==> config.mk <==
export PLATFORM = sky130hd
export DESIGN_NAME = pwm_driver
export DESIGN_NICKNAME = d
export VERILOG_FILES = /design/src/rtl/pwm_pkg.sv /design/src/rtl/dead_time_gen.sv /design/src/rtl/pwm_driver.sv
export SDC_FILE = /design/constraint.sdc
export NUM_CORES = 1
export LEC_CHECK = 0
export ABC_AREA = 1
export BUFFER_PORTS_ARGS = -buffer_cell sky130_fd_sc_hd__buf_2
export CORE_UTILIZATION = 59
export DETAILED_ROUTE_END_ITERATION = 10
export GPL_ROUTABILITY_DRIVEN = 0
export PLACE_DENSITY = 0.88
export REMOVE_ABC_BUFFERS = 1
export SLEW_MARGIN = 20
export SYNTH_ARGS = -nofsm -noshare
export SYNTH_HDL_FRONTEND = slang
export SYNTH_SLANG_ARGS = --single-unit
==> constraint.sdc <==
create_clock -name clk_in_i -period 5.2 [get_ports clk_in_i]
set_input_delay 1.04 -clock clk_in_i [delete_from_list [all_inputs] [get_ports clk_in_i]]
set_output_delay 1.04 -clock clk_in_i [all_outputs]
set_load 0.01 [all_outputs]
==> src/rtl/pwm_pkg.sv <==
// pwm_pkg
// Shared definitions for the PWM motor driver family.
//   - Default counter and dead-time widths.
//   - Encoding of the dead-time state machine (OFF, HI, LO, DEAD).
//   - mag_shift_clamp(): turns a signed controller command into an unsigned
//     duty. It saturates the magnitude, scales it with a right shift, and
//     limits it to a ceiling.
package pwm_pkg;

    localparam int CNT_W_DEFAULT  = 10;
    localparam int DEAD_W_DEFAULT = 4;

    localparam logic [1:0] ST_OFF  = 2'd0;
    localparam logic [1:0] ST_HI   = 2'd1;
    localparam logic [1:0] ST_LO   = 2'd2;
    localparam logic [1:0] ST_DEAD = 2'd3;

    // -32768 has no positive counterpart in 16 bits. It saturates to 32767 so
    // the full-scale negative command keeps the same magnitude as the
    // full-scale positive one.
    function automatic logic [15:0] mag_shift_clamp(
        input logic signed [15:0] value,
        input logic [3:0]         shift,
        input logic [15:0]        limit
    );
        logic [15:0] mag;
        if (value == 16'sh8000) begin
            mag = 16'h7FFF;
        end else if (value[15]) begin
            mag = 16'(-value);
        end else begin
            mag = value;
        end
        mag = mag >> shift;
        if (mag > limit) begin
            mag = limit;
        end
        return mag;
    endfunction

endpackage

==> src/rtl/dead_time_gen.sv <==
// dead_time_gen
// Break-before-make generator for a complementary half-bridge gate pair.
// It is driven with the values the top will hold in the NEXT cycle. The
// registered gates therefore line up with the period counter that runs in the
// same cycle.
// Ports:
//   clk_in_i   system clock
//   reset_n_i  synchronous active-low reset
//   raw        requested side for next cycle (1 = high side, 0 = low side)
//   dir_act    direction for next cycle; a change forces a dead gap
//   dead_act   dead time in clocks for next cycle (0 = switch directly)
//   run        counter running next cycle; low forces both gates off
//   pwm_hi     high-side gate (registered)
//   pwm_lo     low-side gate (registered)
module dead_time_gen
    import pwm_pkg::*;
#(
    parameter int DEAD_W = DEAD_W_DEFAULT
) (
    input  logic              clk_in_i,
    input  logic              reset_n_i,
    input  logic              raw,
    input  logic              dir_act,
    input  logic [DEAD_W-1:0] dead_act,
    input  logic              run,
    output logic              pwm_hi,
    output logic              pwm_lo
);

    logic [1:0]        state;
    logic [1:0]        state_nxt;
    logic [DEAD_W-1:0] dead_cnt;
    logic [DEAD_W-1:0] dead_cnt_nxt;
    logic              dir_q;
    logic              dir_flip;
    logic [1:0]        side;

    assign side     = raw ? ST_HI : ST_LO;
    assign dir_flip = (dir_act != dir_q);

    // Next-state logic. Any swap away from a driven side first passes through
    // DEAD, with both gates low for dead_act cycles. The side chosen on leaving
    // DEAD is taken from the current raw request and not from a stored target.
    // A duty edge that lands inside the gap is then still honoured, and the gap
    // never gets shorter.
    always_comb begin
        state_nxt    = state;
        dead_cnt_nxt = dead_cnt;
        if (!run) begin
            state_nxt    = ST_OFF;
            dead_cnt_nxt = '0;
        end else begin
            case (state)
                ST_OFF: begin
                    if (dead_act == '0) begin
                        state_nxt = side;
                    end else begin
                        state_nxt    = ST_DEAD;
                        dead_cnt_nxt = dead_act - DEAD_W'(1);
                    end
                end
                ST_HI: begin
                    if (!raw || dir_flip) begin
                        if (dead_act == '0) begin
                            state_nxt = side;
                        end else begin
                            state_nxt    = ST_DEAD;
                            dead_cnt_nxt = dead_act - DEAD_W'(1);
                        end
                    end
                end
                ST_LO: begin
                    if (raw || dir_flip) begin
                        if (dead_act == '0) begin
                            state_nxt = side;
                        end else begin
                            state_nxt    = ST_DEAD;
                            dead_cnt_nxt = dead_act - DEAD_W'(1);
                        end
                    end
                end
                ST_DEAD: begin
                    if (dead_cnt == '0) begin
                        state_nxt = side;
                    end else begin
                        dead_cnt_nxt = dead_cnt - DEAD_W'(1);
                    end
                end
                default: begin
                    state_nxt    = ST_OFF;
                    dead_cnt_nxt = '0;
                end
            endcase
        end
    end

    // State, dead counter and the gate flops. Each gate is decoded from a
    // single state value, so both gates can never be high together.
    always_ff @(posedge clk_in_i) begin
        if (!reset_n_i) begin
            state    <= ST_OFF;
            dead_cnt <= '0;
            dir_q    <= 1'b0;
            pwm_hi   <= 1'b0;
            pwm_lo   <= 1'b0;
        end else begin
            state    <= state_nxt;
            dead_cnt <= dead_cnt_nxt;
            dir_q    <= dir_act;
            pwm_hi   <= (state_nxt == ST_HI);
            pwm_lo   <= (state_nxt == ST_LO);
        end
    end

endmodule

==> src/rtl/pwm_driver.sv <==
// pwm_driver
// Converts the signed PID output into a complementary half-bridge PWM pair
// with a direction flag. Commands are captured into a pending buffer and
// become active only at period boundaries. Dead-time insertion is done in
// dead_time_gen.
// Ports:
//   clk_in_i        system clock
//   reset_n_i       synchronous active-low reset
//   en_i            run enable; low forces both gates off and holds counter at 0
//   pid_i           signed controller output
//   pid_valid_i     one-cycle strobe qualifying pid_i
//   shift_i         right shift applied to |pid_i|
//   period_i        PWM period in clocks, sampled at period boundary
//   dead_i          dead time in clocks, sampled at period boundary
//   pwm_hi_o        high-side gate
//   pwm_lo_o        low-side gate
//   dir_o           active direction (1 = negative command)
//   duty_o          active duty in clocks
//   period_start_o  high while the period counter is 0
module pwm_driver
    import pwm_pkg::*;
#(
    parameter int CNT_W  = CNT_W_DEFAULT,
    parameter int DEAD_W = DEAD_W_DEFAULT
) (
    input  logic               clk_in_i,
    input  logic               reset_n_i,
    input  logic               en_i,
    input  logic signed [15:0] pid_i,
    input  logic               pid_valid_i,
    input  logic [3:0]         shift_i,
    input  logic [CNT_W-1:0]   period_i,
    input  logic [DEAD_W-1:0]  dead_i,
    output logic               pwm_hi_o,
    output logic               pwm_lo_o,
    output logic               dir_o,
    output logic [CNT_W-1:0]   duty_o,
    output logic               period_start_o
);

    logic [CNT_W-1:0]  pending_duty;
    logic              pending_dir;

    logic              running;
    logic [CNT_W-1:0]  cnt;
    logic [CNT_W-1:0]  period_act;
    logic [CNT_W-1:0]  duty_act;
    logic              dir_act;
    logic [DEAD_W-1:0] dead_act;
    logic              period_start;

    logic              run_nxt;
    logic [CNT_W-1:0]  cnt_nxt;
    logic [CNT_W-1:0]  period_nxt;
    logic [CNT_W-1:0]  duty_nxt;
    logic              dir_nxt;
    logic [DEAD_W-1:0] dead_nxt;
    logic              start_nxt;
    logic              raw_nxt;

    logic              wrap;
    logic              load;

    assign wrap = running && (cnt == period_act - CNT_W'(1));
    assign load = en_i && (!running || wrap);

    // Pending command buffer. It captures on every strobe, even while
    // disabled, and a newer strobe simply overwrites an older one. The clamp
    // uses the period currently on the input. The period that later becomes
    // active may differ; if it is shorter, the duty saturates to full-on.
    always_ff @(posedge clk_in_i) begin
        if (!reset_n_i) begin
            pending_duty <= '0;
            pending_dir  <= 1'b0;
        end else if (pid_valid_i) begin
            pending_duty <= CNT_W'(mag_shift_clamp(pid_i, shift_i, 16'(period_i)));
            pending_dir  <= pid_i[15];
        end
    end

    // Next-cycle view of the counter and active registers. A load happens on
    // the first enabled cycle while idle and again at every wrap. It reads the
    // pending registers before this edge updates them, so a strobe that
    // arrives together with a wrap waits for the following wrap. A zero
    // period keeps the driver idle, and the next enabled cycle samples the
    // period again.
    always_comb begin
        run_nxt    = running;
        cnt_nxt    = cnt + CNT_W'(1);
        period_nxt = period_act;
        duty_nxt   = duty_act;
        dir_nxt    = dir_act;
        dead_nxt   = dead_act;
        start_nxt  = 1'b0;
        if (!en_i) begin
            run_nxt = 1'b0;
            cnt_nxt = '0;
        end else if (load) begin
            cnt_nxt = '0;
            if (period_i != '0) begin
                run_nxt    = 1'b1;
                period_nxt = period_i;
                duty_nxt   = pending_duty;
                dir_nxt    = pending_dir;
                dead_nxt   = dead_i;
                start_nxt  = 1'b1;
            end else begin
                run_nxt = 1'b0;
            end
        end
    end

    // The raw request is formed from next-cycle values. The gate flops in
    // dead_time_gen then switch on the same edge at which the counter crosses
    // the duty.
    assign raw_nxt = (cnt_nxt < duty_nxt);

    // Period counter and active (double-buffered) registers.
    always_ff @(posedge clk_in_i) begin
        if (!reset_n_i) begin
            running      <= 1'b0;
            cnt          <= '0;
            period_act   <= '0;
            duty_act     <= '0;
            dir_act      <= 1'b0;
            dead_act     <= '0;
            period_start <= 1'b0;
        end else begin
            running      <= run_nxt;
            cnt          <= cnt_nxt;
            period_act   <= period_nxt;
            duty_act     <= duty_nxt;
            dir_act      <= dir_nxt;
            dead_act     <= dead_nxt;
            period_start <= start_nxt;
        end
    end

    dead_time_gen #(
        .DEAD_W (DEAD_W)
    ) u_dead_time_gen (
        .clk_in_i  (clk_in_i),
        .reset_n_i (reset_n_i),
        .raw       (raw_nxt),
        .dir_act   (dir_nxt),
        .dead_act  (dead_nxt),
        .run       (run_nxt),
        .pwm_hi    (pwm_hi_o),
        .pwm_lo    (pwm_lo_o)
    );

    assign dir_o          = dir_act;
    assign duty_o         = duty_act;
    assign period_start_o = period_start;

endmodule

==> parameters.txt <==
Parameter                              Value

Cells and area
  Most common library cell in the layout ignoring fill and taps ... nand2_1
  Fin area ... 4750 um^2
  Area of the multi-input gates ... 2830 um^2
  Layout Area Growth over Synthesis ... 9.01%
  Share of layout cells above drive strength 1 ... 12.1%
  Final cell count without fillers ... 831
  Ant diodes ... 0
  Post-route core utilization ... 68.1%
  Number of nets in the layout ... 795
  Number of inserted filler cells in the final layout ... 643
  Combined flip-flop and latch cell area ... 1120 um^2
  Commonest cells after routing, fill and taps aside ... nand2_1, nand3_1, nor2_1, inv_1, dfxtp_1

Logic synthesis
  Number of enable flip-flop cells after synthesis ... 0
  Main synth FF type ... dfxtp_1
  Sequential fraction of the synthesis area ... 25.7%
  Total of flip-flops plus latches after synthesis ... 56
  Yosys cell types ... 41
  Synthesized area ... 4360 um^2
  Average size of a mapped cell ... 6.23 um^2
  Warning count from the yosys run ... 0
  Fraction of synthesis flops using an asynchronous set or reset pin ... 0%
  Cell count after synthesis ... 700

Routing
  Drt drc ... 0
  Initial DRT Pass Iterations ... 8
  Via-to-Cell Ratio ... 5.61
  Number of vias after detailed routing ... 4,662
  Final wirelength ... 11.2 mm
  Violation count after the first detailed-route iteration ... 302
  Average detailed-routed wire length per instance ... 13.5 um
  Post-detailed-route count of antenna-violating nets ... 0

Global route
  Aggregate global routing overflow ... 0
  Number of antenna violations at the first check in global routing ... 0
  Maximum number of pins on one net before global-route repair ... 38
  Tot GR Track Use ... 30.6%
  Wire length of the first global-routing pass ... 18.9 mm
  Number of global-route vias before repair ... 4,326

Clock network
  Hold_buf cts ... 0
  Post-cts gate resize count ... 0
  Clock root buffer ... clkbuf_8
  Number of setup buffers added after CTS ... 0
  Number of buffers on the longest clock path ... 2
  Num CTS Buffers ... 5
  TritonCTS clock tree ... done
  Clock insertion delay at the later pin of the skew report ... 330 ps
  Number of H-tree levels ... 2
  Post-CTS clock slew at the launch and capture registers of the worst setup and hold paths ... 110 ps
  Sinks on the clock net ... 56

STA
  RSZ-0062 raised after global routing ... false
  Final hold violation count ... 0
  Final critical-path setup slack ... 910 ps
  Achievable clock frequency ... 233 MHz
  Minimum period implied by the final worst setup slack ... 4290 ps
  Actual transition at the worst max-transition pin ... 729 ps
  Max Slew Vio Count ... 0
  Worst hold-check slack ... 489 ps
  Final worst-path cycle share ... 82.5%
  Total setup violations reported at the end of the flow ... 0
  Setup skew after layout ... 15.2 ps
  Final sum of negative setup slack ... 0 ps
  Slew HR ... 51.1%

Worst setup path
  CP endpoint kind ... flip-flop
  Required time worst endpoint ... 5470 ps
  Start-to-end type of the worst setup path ... in2reg
  Worst-path maximum fanout ... 18
  Worst Path Arrival ... 4560 ps
  Type of origin of the critical path ... primary input

Floorplan
  Placement Rows ... 30
  Die Outline Area ... 7740 um^2
  Core footprint ... 6980 um^2
  I/O Pins ... 52
  Initial cell density of the core ... 62.4%
  Chip Height ... 88.0 um
  Die X-Extent ... 88.0 um

Placement
  Placement-stage worst setup slack ... 345 ps
  Cell count after placement ... 823
  Number of port buffers ... 51
  Total half-perimeter wirelength after legalization and detailed placement ... 8.69 mm
  Post-placement cell area ... 4630 um^2

Power and ir drop
  Post-layout power ... 1.15 mW
  Worst vdd rail ir drop ... 0.141 mV
  Power per cell area ... 242 nW/um^2
  Leakage ... 2.44 nW

Run status
  Run status ... finished, final reports clean

Job
  Number of max-cap violations ... 0

Worst hold path
  Path category of the worst min-delay check ... reg2reg
-- cells in the mapped netlist, types with 7 or more instances --
| library cell | count | area, um^2 |
|---|---|---|
| dfxtp_1 | 56 | 1120 |
| xor2_1 | 16 | 140 |
| mux2i_1 | 11 | 110 |
| clkbuf_1 | 14 | 52.6 |
| nand4_1 | 11 | 68.8 |
| inv_1 | 72 | 270 |
| nor2_1 | 74 | 278 |
| nand2_2 | 7 | 43.8 |
| nand2_1 | 181 | 679 |
| a21oi_1 | 34 | 170 |
| ha_1 | 23 | 288 |
| xnor2_1 | 8 | 70.1 |
| nand3_1 | 91 | 455 |
| nor3_1 | 13 | 65.1 |
| o21ai_0 | 28 | 140 |
-- area by class of cell --
class,instances,area share (%)
timing repair buffer,52,5.53
sequential,56,23.6
tap,96,2.53
inverter,80,6.32
multi-input combinational,539,59.5
clock buffer,6,1.74
clock inverter,2,0.816
-- critical path, cell delays in order --
cell and delay (ps):
buf_2 260, inv_2 130, nor2_1 200, nand2_1 80
nor2_1 110, nand2_1 180, inv_1 150, nor2_1 70
nand2_1 50, o21ai_0 120, a21oi_1 160, o21ai_0 100
nand3_1 120, nand2_1 100, inv_1 70, ha_1 240
nand3_1 150, o211ai_1 100, a21oi_1 140, o221ai_1 140
o31ai_2 220, nand2_2 260, nand2_1 140, nand3_1 90
a21oi_1 130
-- final timing paths --
check | startpoint | to | slack (ps) | cells past startpoint
hold / removal | pending_duty[8] | pending_duty[8] | 490 | 2
setup reg to reg | period_act[0] | u_dead_time_gen.pwm_hi | 1360 | 22
setup / recovery | pid_i[15] | pending_duty[3] | 910 | 25
hold reg to reg | pending_duty[8] | pending_duty[8] | 490 | 2
-- flip-flops by register name, summed over array words and instances, names as in the netlist --
name	count
period_start_o	1
running	1
pending_dir	1
dead_act	4
pending_duty	10
u_dead_time_gen.dead_cnt	4
u_dead_time_gen.state	2
cnt	10
duty_o	10
u_dead_time_gen.pwm_lo	1
u_dead_time_gen.dir_q	1
period_act	10
u_dead_time_gen.pwm_hi	1
-- metal layers --
layer | share of wire (%) | up-vias | track usage, %
li1 | - | 2348 | -
met1 | 45 | 2107 | 39.8
met2 | 47 | 182 | 52.0
met3 | 6.4 | 25 | 4.81
met4 | 1.7 | 0 | 9.69
met5 | 0 | - | 0
-- logic make-up after synthesis --
kind of cell / after synthesis / synth area share (%)
multiplexers: 11 / 2.53
AND/OR/NAND/NOR: 398 / 40.0
XOR/XNOR: 24 / 4.82
AO/OA/AOI/OAI: 83 / 10.8
adder cells (fa/ha/maj): 23 / 6.60
flip-flops: 56 / 25.7
buffers and inverters: 105 / 9.56
-- report_power, final --
group	internal (mW)	switching, mW
Clock	0.158	0.154
Combinational	0.128	0.229
Sequential	0.459	0.0241
Power figures use the tool's default switching activity.
